--- src/rtl/read_issue_block.sv ---
// read_issue_block: issues Avalon-MM read bursts for a test run and pushes one
// compare descriptor per accepted burst. Bursts are only issued when both the
// compare descriptor FIFO and the read-data FIFO downstream have room.
module read_issue_block #(
  parameter int AMM_ADDR_W   = 28,
  parameter int AMM_BURST_W  = 7,
  parameter int CMP_CREDITS  = 4,
  parameter int DATA_CREDITS = 64
) (
  input  logic                   clk_i,
  input  logic                   rst_i,
  input  logic                   test_start_i,
  input  logic [AMM_ADDR_W-1:0]  start_addr_i,
  input  logic [15:0]            total_words_i,
  input  logic [AMM_BURST_W-1:0] burst_len_i,
  input  logic [7:0]             data_ptrn_i,
  input  logic                   data_mode_i,
  output logic                   read_o,
  output logic [AMM_ADDR_W-1:0]  address_o,
  output logic [AMM_BURST_W-1:0] burstcount_o,
  input  logic                   waitrequest_i,
  input  logic                   readdatavalid_i,
  input  logic                   cmp_pop_i,
  output logic                   cmp_en_o,
  output logic [AMM_ADDR_W-1:0]  cmp_start_addr_o,
  output logic [AMM_BURST_W-2:0] cmp_words_count_o,
  output logic [7:0]             cmp_data_ptrn_o,
  output logic                   cmp_data_mode_o,
  output logic                   busy_o,
  output logic                   done_o
);

  // total_words_i + 1 can reach 65536, so one extra bit over the port width
  localparam int REM_W = 17;
  localparam int CR_W  = $clog2(CMP_CREDITS + 1);
  localparam int DIF_W = $clog2(DATA_CREDITS + 1);

  typedef enum logic [1:0] {
    S_IDLE = 2'd0,
    S_WAIT = 2'd1,
    S_REQ  = 2'd2
  } state_t;

  state_t                 state_q, state_d;
  logic                   read_q, read_d;
  logic                   busy_q, busy_d;
  logic                   done_q, done_d;
  logic [CR_W-1:0]        cr_q, cr_d;
  logic [DIF_W-1:0]       dif_q, dif_d;
  logic [AMM_ADDR_W-1:0]  addr_q, addr_d;
  logic [REM_W-1:0]       rem_q, rem_d;
  logic [AMM_BURST_W-1:0] blcfg_q, blcfg_d;
  logic [7:0]             ptrn_q, ptrn_d;
  logic                   mode_q, mode_d;

  logic [AMM_BURST_W-1:0] blen_req;
  logic [AMM_BURST_W-1:0] blen;
  logic [AMM_BURST_W-1:0] blen_m1;
  logic                   credit_ok;
  logic                   accept;
  logic                   restart;

  // Burst length from the latched command: at least 1, never past the run end
  always_comb begin
    blen_req = (blcfg_q == '0) ? AMM_BURST_W'(1) : blcfg_q;
    if (rem_q < REM_W'(blen_req)) begin
      blen = rem_q[AMM_BURST_W-1:0];
    end else begin
      blen = blen_req;
    end
    blen_m1 = blen - AMM_BURST_W'(1);
  end

  assign credit_ok = (cr_q != '0) &&
                     ((32'(dif_q) + 32'(blen)) <= 32'(DATA_CREDITS));
  // A restart in the same cycle wins over acceptance: the old run's burst is
  // abandoned and no descriptor is pushed for it.
  assign restart   = test_start_i && (state_q != S_IDLE);
  assign accept    = (state_q == S_REQ) && !waitrequest_i && !restart;

  assign read_o            = read_q;
  assign address_o         = addr_q;
  assign burstcount_o      = blen;
  assign cmp_en_o          = accept;
  assign cmp_start_addr_o  = addr_q;
  assign cmp_words_count_o = blen_m1[AMM_BURST_W-2:0];
  assign cmp_data_ptrn_o   = ptrn_q;
  assign cmp_data_mode_o   = mode_q;
  assign busy_o            = busy_q;
  assign done_o            = done_q;

  // Next-state, counters and credit bookkeeping
  always_comb begin
    state_d = state_q;
    read_d  = read_q;
    busy_d  = busy_q;
    done_d  = 1'b0;
    addr_d  = addr_q;
    rem_d   = rem_q;
    blcfg_d = blcfg_q;
    ptrn_d  = ptrn_q;
    mode_d  = mode_q;

    // Compare credits: net of push and pop, saturating at full
    cr_d = cr_q;
    if (accept && !cmp_pop_i) begin
      cr_d = cr_q - CR_W'(1);
    end else if (cmp_pop_i && !accept && (cr_q != CR_W'(CMP_CREDITS))) begin
      cr_d = cr_q + CR_W'(1);
    end

    // Words in flight: add the accepted burst, retire one per valid, no underflow
    dif_d = dif_q;
    if (accept) begin
      dif_d = dif_d + DIF_W'(blen);
    end
    if (readdatavalid_i && (dif_q != '0)) begin
      dif_d = dif_d - DIF_W'(1);
    end

    case (state_q)
      S_IDLE: begin
        read_d = 1'b0;
        if (test_start_i) begin
          state_d = S_WAIT;
          busy_d  = 1'b1;
        end
      end
      S_WAIT: begin
        if (credit_ok) begin
          state_d = S_REQ;
          read_d  = 1'b1;
        end
      end
      S_REQ: begin
        if (!waitrequest_i) begin
          addr_d = addr_q + AMM_ADDR_W'(blen);
          rem_d  = rem_q - REM_W'(blen);
          read_d = 1'b0;
          if (rem_d == '0) begin
            state_d = S_IDLE;
            busy_d  = 1'b0;
            done_d  = 1'b1;
          end else begin
            state_d = S_WAIT;
          end
        end
      end
      default: begin
        state_d = S_IDLE;
        read_d  = 1'b0;
        busy_d  = 1'b0;
      end
    endcase

    // A start pulse always relatches the command and begins a fresh run
    if (test_start_i) begin
      addr_d  = start_addr_i;
      rem_d   = REM_W'(total_words_i) + REM_W'(1);
      blcfg_d = burst_len_i;
      ptrn_d  = data_ptrn_i;
      mode_d  = data_mode_i;
    end
    if (restart) begin
      state_d = S_WAIT;
      read_d  = 1'b0;
      busy_d  = 1'b1;
      done_d  = 1'b0;
      cr_d    = CR_W'(CMP_CREDITS);
      dif_d   = '0;
    end
  end

  // Control state is reset; the command/address datapath is not
  always_ff @(posedge clk_i) begin
    if (rst_i) begin
      state_q <= S_IDLE;
      read_q  <= 1'b0;
      busy_q  <= 1'b0;
      done_q  <= 1'b0;
      cr_q    <= CR_W'(CMP_CREDITS);
      dif_q   <= '0;
    end else begin
      state_q <= state_d;
      read_q  <= read_d;
      busy_q  <= busy_d;
      done_q  <= done_d;
      cr_q    <= cr_d;
      dif_q   <= dif_d;
    end
    addr_q  <= addr_d;
    rem_q   <= rem_d;
    blcfg_q <= blcfg_d;
    ptrn_q  <= ptrn_d;
    mode_q  <= mode_d;
  end

endmodule

--- config.mk ---
export PLATFORM = sky130hd
export DESIGN_NAME = read_issue_block
export DESIGN_NICKNAME = d
export VERILOG_FILES = /design/src/rtl/read_issue_block.sv
export SDC_FILE = /design/constraint.sdc
export NUM_CORES = 1
export LEC_CHECK = 0
export ABC_AREA = 1
export CORE_ASPECT_RATIO = 1.4
export CORE_MARGIN = 5
export CORE_UTILIZATION = 45
export DETAILED_ROUTE_END_ITERATION = 8
export HOLD_SLACK_MARGIN = 0.1
export PLACE_DENSITY = 0.8
export SETUP_SLACK_MARGIN = 0.15
export SLEW_MARGIN = 10
export SYNTH_ARGS = -nofsm -noshare
export SYNTH_HDL_FRONTEND = slang
export SYNTH_SLANG_ARGS = --single-unit
export TNS_END_PERCENT = 100
--- constraint.sdc ---
create_clock -name clk_i -period 5.2 [get_ports clk_i]
set_input_delay 0.78 -clock clk_i [delete_from_list [all_inputs] [get_ports clk_i]]
set_output_delay 0.78 -clock clk_i [all_outputs]
set_load 0.05 [all_outputs]
; Yosys cells after proc, flatten, opt, wreduce, memory -nomap -nowiden
; Index checks and enable logic that the tools add are counted.
[op_classes]
add_sub_neg = 9
magnitude_cmp = 2
eq_ne = 12
n_mux = 27
bitwise = 1
n_reduce_logical = 27
[ops]
columns = op, count
row1 = 2-to-1 mux 28 bit, 3
row2 = 2-to-1 mux 17 bit, 3
row3 = adder 28 x 7 -> 28 bit, 1
row4 = 2-to-1 mux 7 bit, 4
row5 = adder 16 x 1 -> 17 bit (second input constant), 1
row6 = zero test 17 bit, 1
row7 = < comparator 17 x 7 -> 1 bit, 1
row8 = subtractor 17 x 7 -> 17 bit, 1
row9 = inequality test 3 bit (second input constant), 4
row10 = inequality test 2 bit (second input constant), 5
row11 = 2-to-1 mux 1 bit, 9
row12 = adder 7 x 7 -> 8 bit, 1
row13 = <= comparator 8 x 7 -> 1 bit (second input constant), 1
row14 = logical AND 1 bit, 8
row15 = adder 7 bit, 1
row16 = zero test 7 bit, 1
row17 = nonzero test 7 bit, 1
row18 = subtractor 7 x 1 -> 7 bit (second input constant), 1
row19 = 2-to-1 mux 2 bit, 3
row20 = 2-to-1 mux 3 bit, 2
row21 = one-hot mux 2 bit (3 select lines), 1
row22 = AND reduction 3 bit, 2
row23 = nonzero test 2 bit, 3
row24 = subtractor 6 x 1 -> 6 bit (second input constant), 1
row25 = 15 further kinds, 19
[word_totals]
reg_bits = 76
inputBits = 66
output_inout_bits = 82
word_cells = 90

; Depth between registers and ports, before layout
[logic_depth]
word_depth = 10
depth_mapped = 30
ltp_nobuf = 29

; Least setup slack after synthesis
; No wires, ideal clock.
[synth_path]
kind = flip-flop to flip-flop
startpoint = register rem_q[2]
endpoint = register addr_q[22], in the netlist address_o[22] (data pin)
setup_time_ns = 0.254
arrival_time_ns = 4.307
required_time_ns = 4.946
path_slack_ns = 0.639
path_stages_with_launch = 21
n_path_buf = 1
period_less_slack_ns = 4.561
cell_sequence = edfxtp_1 -> ha_1 -> a21oi_1 -> o21ai_0 -> nand2_1 -> nand4_1 -> or2_4 -> buf_6 -> o21ai_0 -> ha_1 -> nand2_1 -> o22ai_1 -> a21oi_1 -> inv_1 -> nand2_1 -> nor2_2 -> nand3_1 -> nor2_1 -> or2_2 -> nand3_1 -> nand2_1
[synth_between]
elab_chain_cells = 6
[synth_lines]
columns = element, line_no
row1 = start: declaration, 51  ; logic [REM_W-1:0] rem_q, rem_d;
row2 = start signal: assignment, 192  ; rem_q <= rem_d;
row3 = < comparator 17 x 7 -> 1 bit, 66  ; if (rem_q < REM_W'(blen_req)) begin
row4 = 2-to-1 mux 7 bit, 66
row5 = via burstcount_o[6], 20  ; output logic [AMM_BURST_W-1:0] burstcount_o,
row6 = adder 28 x 7 -> 28 bit, 137  ; addr_d = addr_q + AMM_ADDR_W'(blen);
row7 = 2-to-1 mux 28 bit, 136  ; if (!waitrequest_i) begin
row8 = 2-to-1 mux 28 bit, 121  ; case (state_q)
row9 = 2-to-1 mux 28 bit, 157  ; if (test_start_i) begin
row10 = via addr_d[22], 50  ; logic [AMM_ADDR_W-1:0] addr_q, addr_d;
row11 = end signal: assignment, 191  ; addr_q <= addr_d;
row12 = end: declaration, 50
; The timed path passes the listed nets, and every way through them passes these cells. The select of a mux whose other input is x is not followed.
; A chain may end at the register's enable or synchronous reset.

; Worst setup path after layout
[layout_path]
startpoint = register rem_q[2]
endpoint = output port cmp_words_count_o[4]
[layout_between]
elab_chain_cells = 3
[layout_lines]
columns = element, line_no
row1 = < comparator 17 x 7 -> 1 bit, 66
row2 = 2-to-1 mux 7 bit *, 66
row3 = subtractor 6 x 1 -> 6 bit *, 71  ; blen_m1 = blen - AMM_BURST_W'(1);
row4 = end: declaration, 26  ; output logic [AMM_BURST_W-2:0] cmp_words_count_o,
; Every way passes the cells marked *; elsewhere a longest branch is shown, timed or not.

==> out/qor.txt <==
Leakage Power: 3.324 nW
Final instance area: 7451 µm²
Synth Flop Type: edfxtp_1
WS Path Type: reg -> out
Overall routing resource usage: 20.87%
CP max stage cell: clkdlybuf4s50_1
Layout cells sized above 1: 6.250%
Most frequent cells in the layout: nand2_1 (213), clkdlybuf4s50_1 (146), inv_1 (101)
Synthesized cell area: 5728 µm²
Clock network power share: 22.7%
Clk Latency, worst-skew pair: 0.34 ns
CTS resizes: 0
Die W: 105.4 µm
Vias in the first global route: 5361
Pwr Density: 367.7 nW/µm²
First-pass GRT wire length: 25.29 mm
DP Wirelength: 12.07 mm
Met1 Track Usage GR: 23.60%
Worst hold path type: reg -> reg
Post-CTS setup buffers: 0
I/O pin cnt: 148
VDD IR-drop max: 203.7 µV
DRC viols: 0
Core area: 12430 µm²
Placed Instance Area: 7156 µm²
Mapped Nets: 868
DR vias: 5345
Final GP Congestion: 0.9843
Pre-antenna DRT Iters: 5
Count of pins over their slew limit: 0
Num CTS Buffers: 9
Psw: 0.001172 W
Flip-flop and latch area: 2132 µm²
EDFF count, synth: 61
CTS max path bufs: 2
Most used cell, CP: ha_1
DRT iter0 DRCs: 208
Diode count: 0
Status: completed
Met3 usage: 5.933%
Worst Path Buf+Inv: 1
Clk sink count: 76
Yosys Warn Count: 0
Comb pwr share: 45.5%
# hold bufs at CTS: 0
#FFs+latches synth: 76
Largest net degree at the start of global routing: 52
Internal Power: 0.001568 W
Min cycle time layout: 4.186 ns
Final TNS setup: 0 ns
PortBufs: 147
Nets: 991
Slew @ Worst Pin: 1.145 ns
Worst Path Max Fanout: 14
Max_slew headroom: 23.40%
Async SR Flop Fraction: 0%
GRT overflow: 0
Root Driver: clkbuf_16
Biggest cell delay along the critical path: 0.82 ns
Share of Yosys cell area claimed by the top area cell type: 31.98%
Routed wire length per instance: 14.84 µm
Max cap viols: 0
Gr busiest metal: met2
Row cnt: 48
Final setup violation count: 0
Final ANT Viol Nets: 0
Multi-input gate area: 2937 µm²
Drt total wl: 15.52 mm
Clk_skew: 0.006222 ns
Synth area leaders: edfxtp_1 (32%), nand2_1 (14%), inv_1 (6.6%)
Antenna violations before repair: 1
CP Cell Sequence: ha_1, a21oi_1, o21ai_0, nand2_1, nand4_1, or2_4, o21ai_2, ha_1, nand3_1, xor2_1, clkdlybuf4s50_1
Commonest non-fill, non-tap cell in the layout: nand2_1
CTS tree: built
Sw Ratio: 42.77%
Die area: 15120 µm²
Highest Clock Rate: 238.9 MHz
CP Data Arrival Time: 3.41 ns
H-tree Lvls: 3
Starting density of the core: 46.07%
CP Launch Type: flip-flop
Filler cells: 1129
Final period utilization: 80.49%
Post-synthesis sequential area ratio: 37.22%
Synth unique cells: 45
Reg clk slew, reported paths: 0.06 ns
CP required: 4.42 ns
Syn_area_per_cell: 7.458 µm²
Largest delay contributor family on the critical path: buffers and inverters
Vias per cell: 5.110
RSZ-0062 raised after global routing: false
Final hold violations: 0
Grt met2 use: 37.77%
Seq pwr share: 31.8%
Die Y: 143.5 µm
CP endpoint kind: output port
Syn Inst Count: 768
Area leader, netlist: edfxtp_1
Final core utilization: 59.93%
Area Growth Syn to Fin: 30.08%
==> area by class of cell <==
| cell class | instances | area share [%] |
|---|---|---|
| Clock buffer | 10 | 3.359 |
| Sequential cell | 76 | 28.61 |
| Inverter | 107 | 5.407 |
| Clock inverter | 6 | 0.6045 |
| Multi-Input combinational cell | 546 | 39.41 |
| Timing Repair Buffer | 151 | 20.08 |
| Tap cell | 150 | 2.519 |
==> worst min-delay path, cell delays in order, from the launching register on <==
cell	delay, ns
dfxtp_1	0.31
nand2_1	0.06
a21oi_1	0.05
==> final timing paths <==
path                       startpoint                 endpoint  slack, ns  cells past startpoint
setup / recovery   rem_q[2]$_DFFE_PP_     cmp_words_count_o[4]       1.01                     11
hold / removal    read_o$_SDFFE_PP0P_      read_o$_SDFFE_PP0P_       0.46                      2
setup reg to reg   rem_q[2]$_DFFE_PP_  address_o[22]$_DFFE_PP_       1.16                     22
hold reg to reg   read_o$_SDFFE_PP0P_      read_o$_SDFFE_PP0P_       0.46                      2
==> synth_stat cells (3+ instances only) <==
cell,n
nand2_1,214
inv_1,101
edfxtp_1,61
nor2_1,57
a21oi_1,48
nand3_1,43
o21ai_0,41
ha_1,30
buf_4,28
xor2_1,19
dfxtp_1,15
nor3_1,15
nand4_1,11
clkbuf_1,8
o21ai_1,8
xnor2_1,8
nor2_2,7
inv_2,5
or2_2,5
fa_1,4
nand3b_1,4
o21ai_2,4
a31oi_1,3
o31ai_1,3
==> per-stage QoR <==
step | total power, W | hold WS [ns] | cells | setup WS, ns
global route | 0.002917 | 0.5062 | 1046 | 0.8088
global placement | 0.002101 | 0.4619 | 1030 | 1.305
detailed placement | 0.002122 | 0.4544 | 1030 | 1.170
finish | 0.002740 | 0.4634 | 1046 | 1.015
CTS | 0.002752 | 0.4644 | 1046 | 0.9966
floorplan | 0.001780 | 0.4896 | 768 | 0.6394
==> cells by family (layout without fill, tap and decap cells) <==
family / Yosys count / in the layout / synth area share [%]
AND/OR/NAND/NOR: 368 / 368 / 27.81
adder cells (fa/ha/maj): 34 / 34 / 7.951
multiplexers: 1 / 1 / 0.1748
flip-flops: 76 / 76 / 37.22
AO/OA/AOI/OAI: 116 / 116 / 11.16
buffers and inverters: 146 / 274 / 11.56
XOR/XNOR: 27 / 27 / 4.128
==> power groups by stage <==
stage | Combinational (W) | Sequential (W) | Clock (W)
final | 0.00125 | 0.000871 | 0.000623
after global routing | 0.00138 | 0.000886 | 0.000655
after CTS | 0.00125 | 0.000872 | 0.000633
after detailed placement | 0.00124 | 0.000884 | 0
after global placement | 0.00122 | 0.000882 | 0
after floorplan | 0.000803 | 0.000978 | 0
==> sequential cells by signal, indices dropped and copies added, names as in the netlist <==
signal and count:
dif_q 7, rem_q 17, done_o 1, state_q 2, cmp_data_mode_o 1, cr_q 3, cmp_data_ptrn_o 8, busy_o 1
read_o 1, address_o 28, blcfg_q 7
==> layer usage <==
layer / share of wire, % / vias up
met5: 0.045 / -
met1: 42 / 2412
met4: 1.4 / 2
met2: 50 / 167
met3: 6.7 / 17
li1: - / 2747
(Power assumes the default switching activity.)
==> RTL edit 1, RTL diff (same settings) <==
`AMM_BURST_W`: 7 -> 6.
--- a/src/rtl/read_issue_block.sv
+++ b/src/rtl/read_issue_block.sv
@@ -3,7 +3,7 @@
 // compare descriptor FIFO and the read-data FIFO downstream have room.
 module read_issue_block #(
   parameter int AMM_ADDR_W   = 28,
-  parameter int AMM_BURST_W  = 7,
+  parameter int AMM_BURST_W  = 6,
   parameter int CMP_CREDITS  = 4,
   parameter int DATA_CREDITS = 64
 ) (
Interface: changed (resized burst_len_i, burstcount_o and cmp_words_count_o); port bits go from 148 to 145. No check against the original RTL was run, so the function may have changed too.
==> RTL edit 1 against the original RTL <==
  * Total power fell by 3.8%
  * Sequential cell count is 1 lower
  * Die area fell by 0.56%
  * Synthesized area is 0.61% lower
  * Worst setup slack got worse by 0.48 ns
  * Clock power grew 5.3%
  * Routed wire length shrank 2.9%
  * Design area decreased by 0.87%
  * Non-clock buffer count decreased by 4
  * Via count up 0.97%
  * Critical path type unchanged
  * Largest power group unchanged
  * Highest routed layer unchanged
==> RTL edit 1: results (changes against the original RTL) <==
Route
  – Metal1 wirelength: 6240 um (-3.3%)
  – WL met2: 7560 um (-3.1%)
  – Routed vias/inst: 5.22 (+2.2%)
  – Metal3 WL: 970 um (-6.6%)
  – Post-Route WL: 15,100 um (-2.9%)

Outcome
  – Status: finished clean

Floorplan
  – Die footprint: 15,000 um2 (-0.56%)

Global route
  – Gr usage total: 20.0% (-0.85 points)

Cells and area
  – Fillers: 1,120 (-0.80%)
  – Invs w/o clock: 98 (-8.4%)

Pwr
  – Sw Share: 41.5% (-1.2 points)
  – Worst vdd ir: 0.223 mV (+9.4%)
  – Leak: 3.19 nW (-4.1%)

Synth
  – Post-synth EDFFs: 60 (-1.6%)
  – Sequential share of the synthesized area: 36.9% (-0.30 points)
  – Mux share of post-synthesis cell area: 0.176% (+0.0011 points)
  – Syn nets: 855 (-1.5%)
  – Adder-cell area share of the yosys netlist: 7.12% (-0.83 points)
  – Synth Register Bits: 75 (-1.3%)
  – Xor/xnor cell area share of the yosys netlist: 2.92% (-1.2 points)
  – Count of cell types in the netlist: 49 (+8.9%)

STA
  – Clock Skew: 0.00784 ns (+0.00162 ns)
  – Final min period: 4.66 ns (+0.479 ns)

Setup path
  – CP max FO: 12 (-2)
  – Reg2reg path depth: 21 (-4.5%)

Placement
  – Placed cell area: 7070 um2 (-1.1%)
RTL edit 1: cell count changes in the layout (fill, tap and decap cells not counted), moves of 5 or more:
cell     unedited run  this run
a21oi_1            48        32
inv_1             101        87
nor2_1             57        69
o21ai_0            41        34
nand4_1            11        16
xor2_1             19        14
RTL edit 1: power by group through the flow:
stage / registers [W] / logic, W / clock network [W]
6_report: 0.000848 / 0.00113 / 0.000656
5_1_grt: 0.000862 / 0.00124 / 0.000688
4_1_cts: 0.000848 / 0.00114 / 0.000666
3_5_place_dp: 0.000860 / 0.00113 / 0
3_3_place_gp: 0.000857 / 0.00111 / 0
2_1_floorplan: 0.000956 / 0.000726 / 0
RTL edit 1: stage by stage:
| step | std cells | util, % | hold WS [ns] | setup slack (ns) | power (W) |
|---|---|---|---|---|---|
| after floorplan | 760 | - | 0.484 | 0.888 | 0.00168 |
| after global placement | 1017 | 57.2 | 0.448 | 0.999 | 0.00197 |
| after detailed placement | 1017 | 57.2 | 0.454 | 0.944 | 0.00199 |
| after CTS | 1033 | 59.7 | 0.468 | 0.546 | 0.00265 |
| after global routing | 1033 | 59.7 | 0.501 | 0.295 | 0.00279 |
| final | 1033 | 59.7 | 0.462 | 0.535 | 0.00264 |
RTL edit 1: worst paths after layout:
kind	slack (ns)	start	to
setup / recovery	0.54	rem_q[2]	cmp_words_count_o[4]
hold / removal	0.46	busy_o	busy_o
setup reg to reg	0.95	rem_q[2]	address_o[26]
hold reg to reg	0.46	busy_o	busy_o
RTL edit 1: per-layer routing:
metal	global-route usage [%]	up-vias
met2	36.0	160
li1	-	2736
met4	6.26	2
met1	23.3	2477
met5	0	-
met3	5.07	22
==> RTL edit 2, RTL diff (same flow settings) <==
Without the edit above. Re-encode `state_t` (3 states) as one-hot, 3 bits wide.
--- a/src/rtl/read_issue_block.sv
+++ b/src/rtl/read_issue_block.sv
@@ -35,10 +35,10 @@
   localparam int CR_W  = $clog2(CMP_CREDITS + 1);
   localparam int DIF_W = $clog2(DATA_CREDITS + 1);
 
-  typedef enum logic [1:0] {
-    S_IDLE = 2'd0,
-    S_WAIT = 2'd1,
-    S_REQ  = 2'd2
+  typedef enum logic [2:0] {
+    S_IDLE = 3'b001,
+    S_WAIT = 3'b010,
+    S_REQ  = 3'b100
   } state_t;
 
   state_t                 state_q, state_d;
Check against the original RTL: same outputs for any inputs over 4 cycles, from zero or initial values and one cycle with rst_i high; so few cycles prove little.
==> RTL edit 2 against the original RTL <==
  * Critical path type unchanged
  * Sequential power down 5.2%
  * Total power down 6.3%
  * Sequential cell count up 1
  * Design area up 2.9%
  * Synthesized area up 2.8%
  * Die area up 2.5%
  * Non-clock buffer count up 1
  * Routed wire length up 1.2%
  * Worst setup slack worse by 0.12 ns
  * Final cell count up 4.7%
  * Fmax down 2.8%
  * Highest routed layer is now met4
==> RTL edit 2: results (changes against the original RTL) <==
Cells and area
  – # diodes: 0 (unchanged)
  – Layout cell share with drive strength beyond 1: 4.25% (-2.0 points)
  – Post-layout nets: 1,037 (+4.6%)
  – Largest register FFs: 28 (unchanged)

Placement
  – Placed cell area: 7330 um2 (+2.4%)
  – Gp weighted congestion: 0.895 (-9.1%)
  – DP HPWL: 12,000 um (-0.18%)
  – Post-place setup slack: 1.21 ns (+0.0414 ns)
  – Placed insts: 1,079 (+4.8%)
  – Port bufs: 147 (unchanged)

Pwr
  – Sw Share: 38.2% (-4.6 points)
  – Worst vdd ir: 0.164 mV (-20%)
  – Leak: 3.43 nW (+3.2%)
  – Clk power: 0.000720 W (+16%)
  – Comb power frac: 39.8% (-5.7 points)
  – Pwr Total: 0.00257 W (-6.3%)

Global route
  – Met1 Use GR: 22.8% (-0.83 points)
  – Largest net degree at the start of global routing: 67 (+29%)
  – First-pass GRT wire length: 26,000 um (+2.6%)
  – Antenna violations before repair: 0 (-1)
  – Gr usage total: 20.3% (-0.60 points)
  – Met3 capacity usage during global routing: 4.53% (-1.4 points)
  – Vias in the first global route: 5,705 (+6.4%)
  – M2 GR Usage: 37.3% (-0.44 points)

Route
  – DRT iter0 DRCs: 311 (+50%)
  – DRT Pass-1 Iters: 5 (unchanged)
  – Metal1 wirelength: 6300 um (-2.4%)
  – WL met2: 8200 um (+5.1%)
  – Post-DR wirelength/cell: 14.3 um (-3.3%)
  – DR vias: 5,676 (+6.2%)
  – Max Used Layer: met4
  – Routed vias/inst: 5.18 (+1.4%)
  – Metal3 WL: 884 um (-15%)

Synth
  – Syn nets: 914 (+5.3%)
  – Post-synth EDFFs: 61 (unchanged)
  – Most used flip-flop cell after synthesis: edfxtp_1
  – Yosys synthesis warning count: 0 (unchanged)
  – Syn Area/Cell: 7.23 um2 (-3.0%)
  – Largest cells by area after synthesis: edfxtp_1 (31%), nand2_1 (16%), inv_1 (6.8%)
  – FFs w/ async S/R, synth: 0% (unchanged)
  – Count of cell types in the netlist: 44 (-2.2%)
  – Synth top cells by count: nand2_1 (244), inv_1 (107), nor2_1 (73), edfxtp_1 (61), nand3_1 (54)
  – Sequential share of the synthesized area: 36.6% (-0.66 points)

Setup path
  – Worst Path Arrival: 3.53 ns (+0.12 ns)
  – CP max stage cell: clkdlybuf4s50_1
  – CP max stage delay: 0.84 ns (+0.02 ns)
  – Top delay family on crit path: buffers and inverters
  – CP max FO: 14 (unchanged)

Clock network
  – Clock slew seen by the registers of the worst setup and hold paths: 0.06 ns (about the same)
  – Setup Fix Bufs, Post-CTS: 0 (unchanged)
  – Clk_lat worst skew: 0.34 ns (about the same)
  – Clk buf depth: 2 (unchanged)
  – CTS resizes: 0 (unchanged)
  – CTS H-Tree Depth: 3 (unchanged)
  – CTS Root Cell: clkbuf_16

Outcome
  – Status: finished clean

Worst hold path
  – HP Class: register to register

STA
  – Clock Skew: 0.00872 ns (+0.00250 ns)
  – Slew at the pin closest to its max-slew limit: 0.744 ns (-0.401 ns)
RTL edit 2: cell count changes in the layout (fill, tap and decap cells not counted), sizes merged, moves of 5 or more:
cell   change
nand2     +28
nor2      +14
a21oi     -12
nand3     +10
o21ai      -5
xor2       -5
RTL edit 2: cells by family after synthesis:
family	after synthesis	share of synthesized area [%]
mux	2	0.340
compound gates	105	10.2
buf+inv	149	11.5
flops	77	36.6
xor+xnor	22	3.27
simple gates	425	30.5
fa+ha+maj	34	7.74
RTL edit 2: final timing paths:
path / depth (start not counted) / slack, ns / endpoint / startpoint
worst max-delay path: 11 / 0.89 / cmp_words_count_o[4] / rem_q[2]
worst min-delay path: 2 / 0.47 / read_o / read_o
worst max register to register: 23 / 1.15 / address_o[12] / rem_q[2]
worst min register to register: 2 / 0.47 / read_o / read_o
RTL edit 2: final cells by class:
type	count	area, um2
fill	1200	5210
multi-input combinational	588	3070
sequential	77	2150
timing repair buffer	152	1500
inverter	109	409
clock buffer	9	225
tap	153	191
clock inverter	7	114
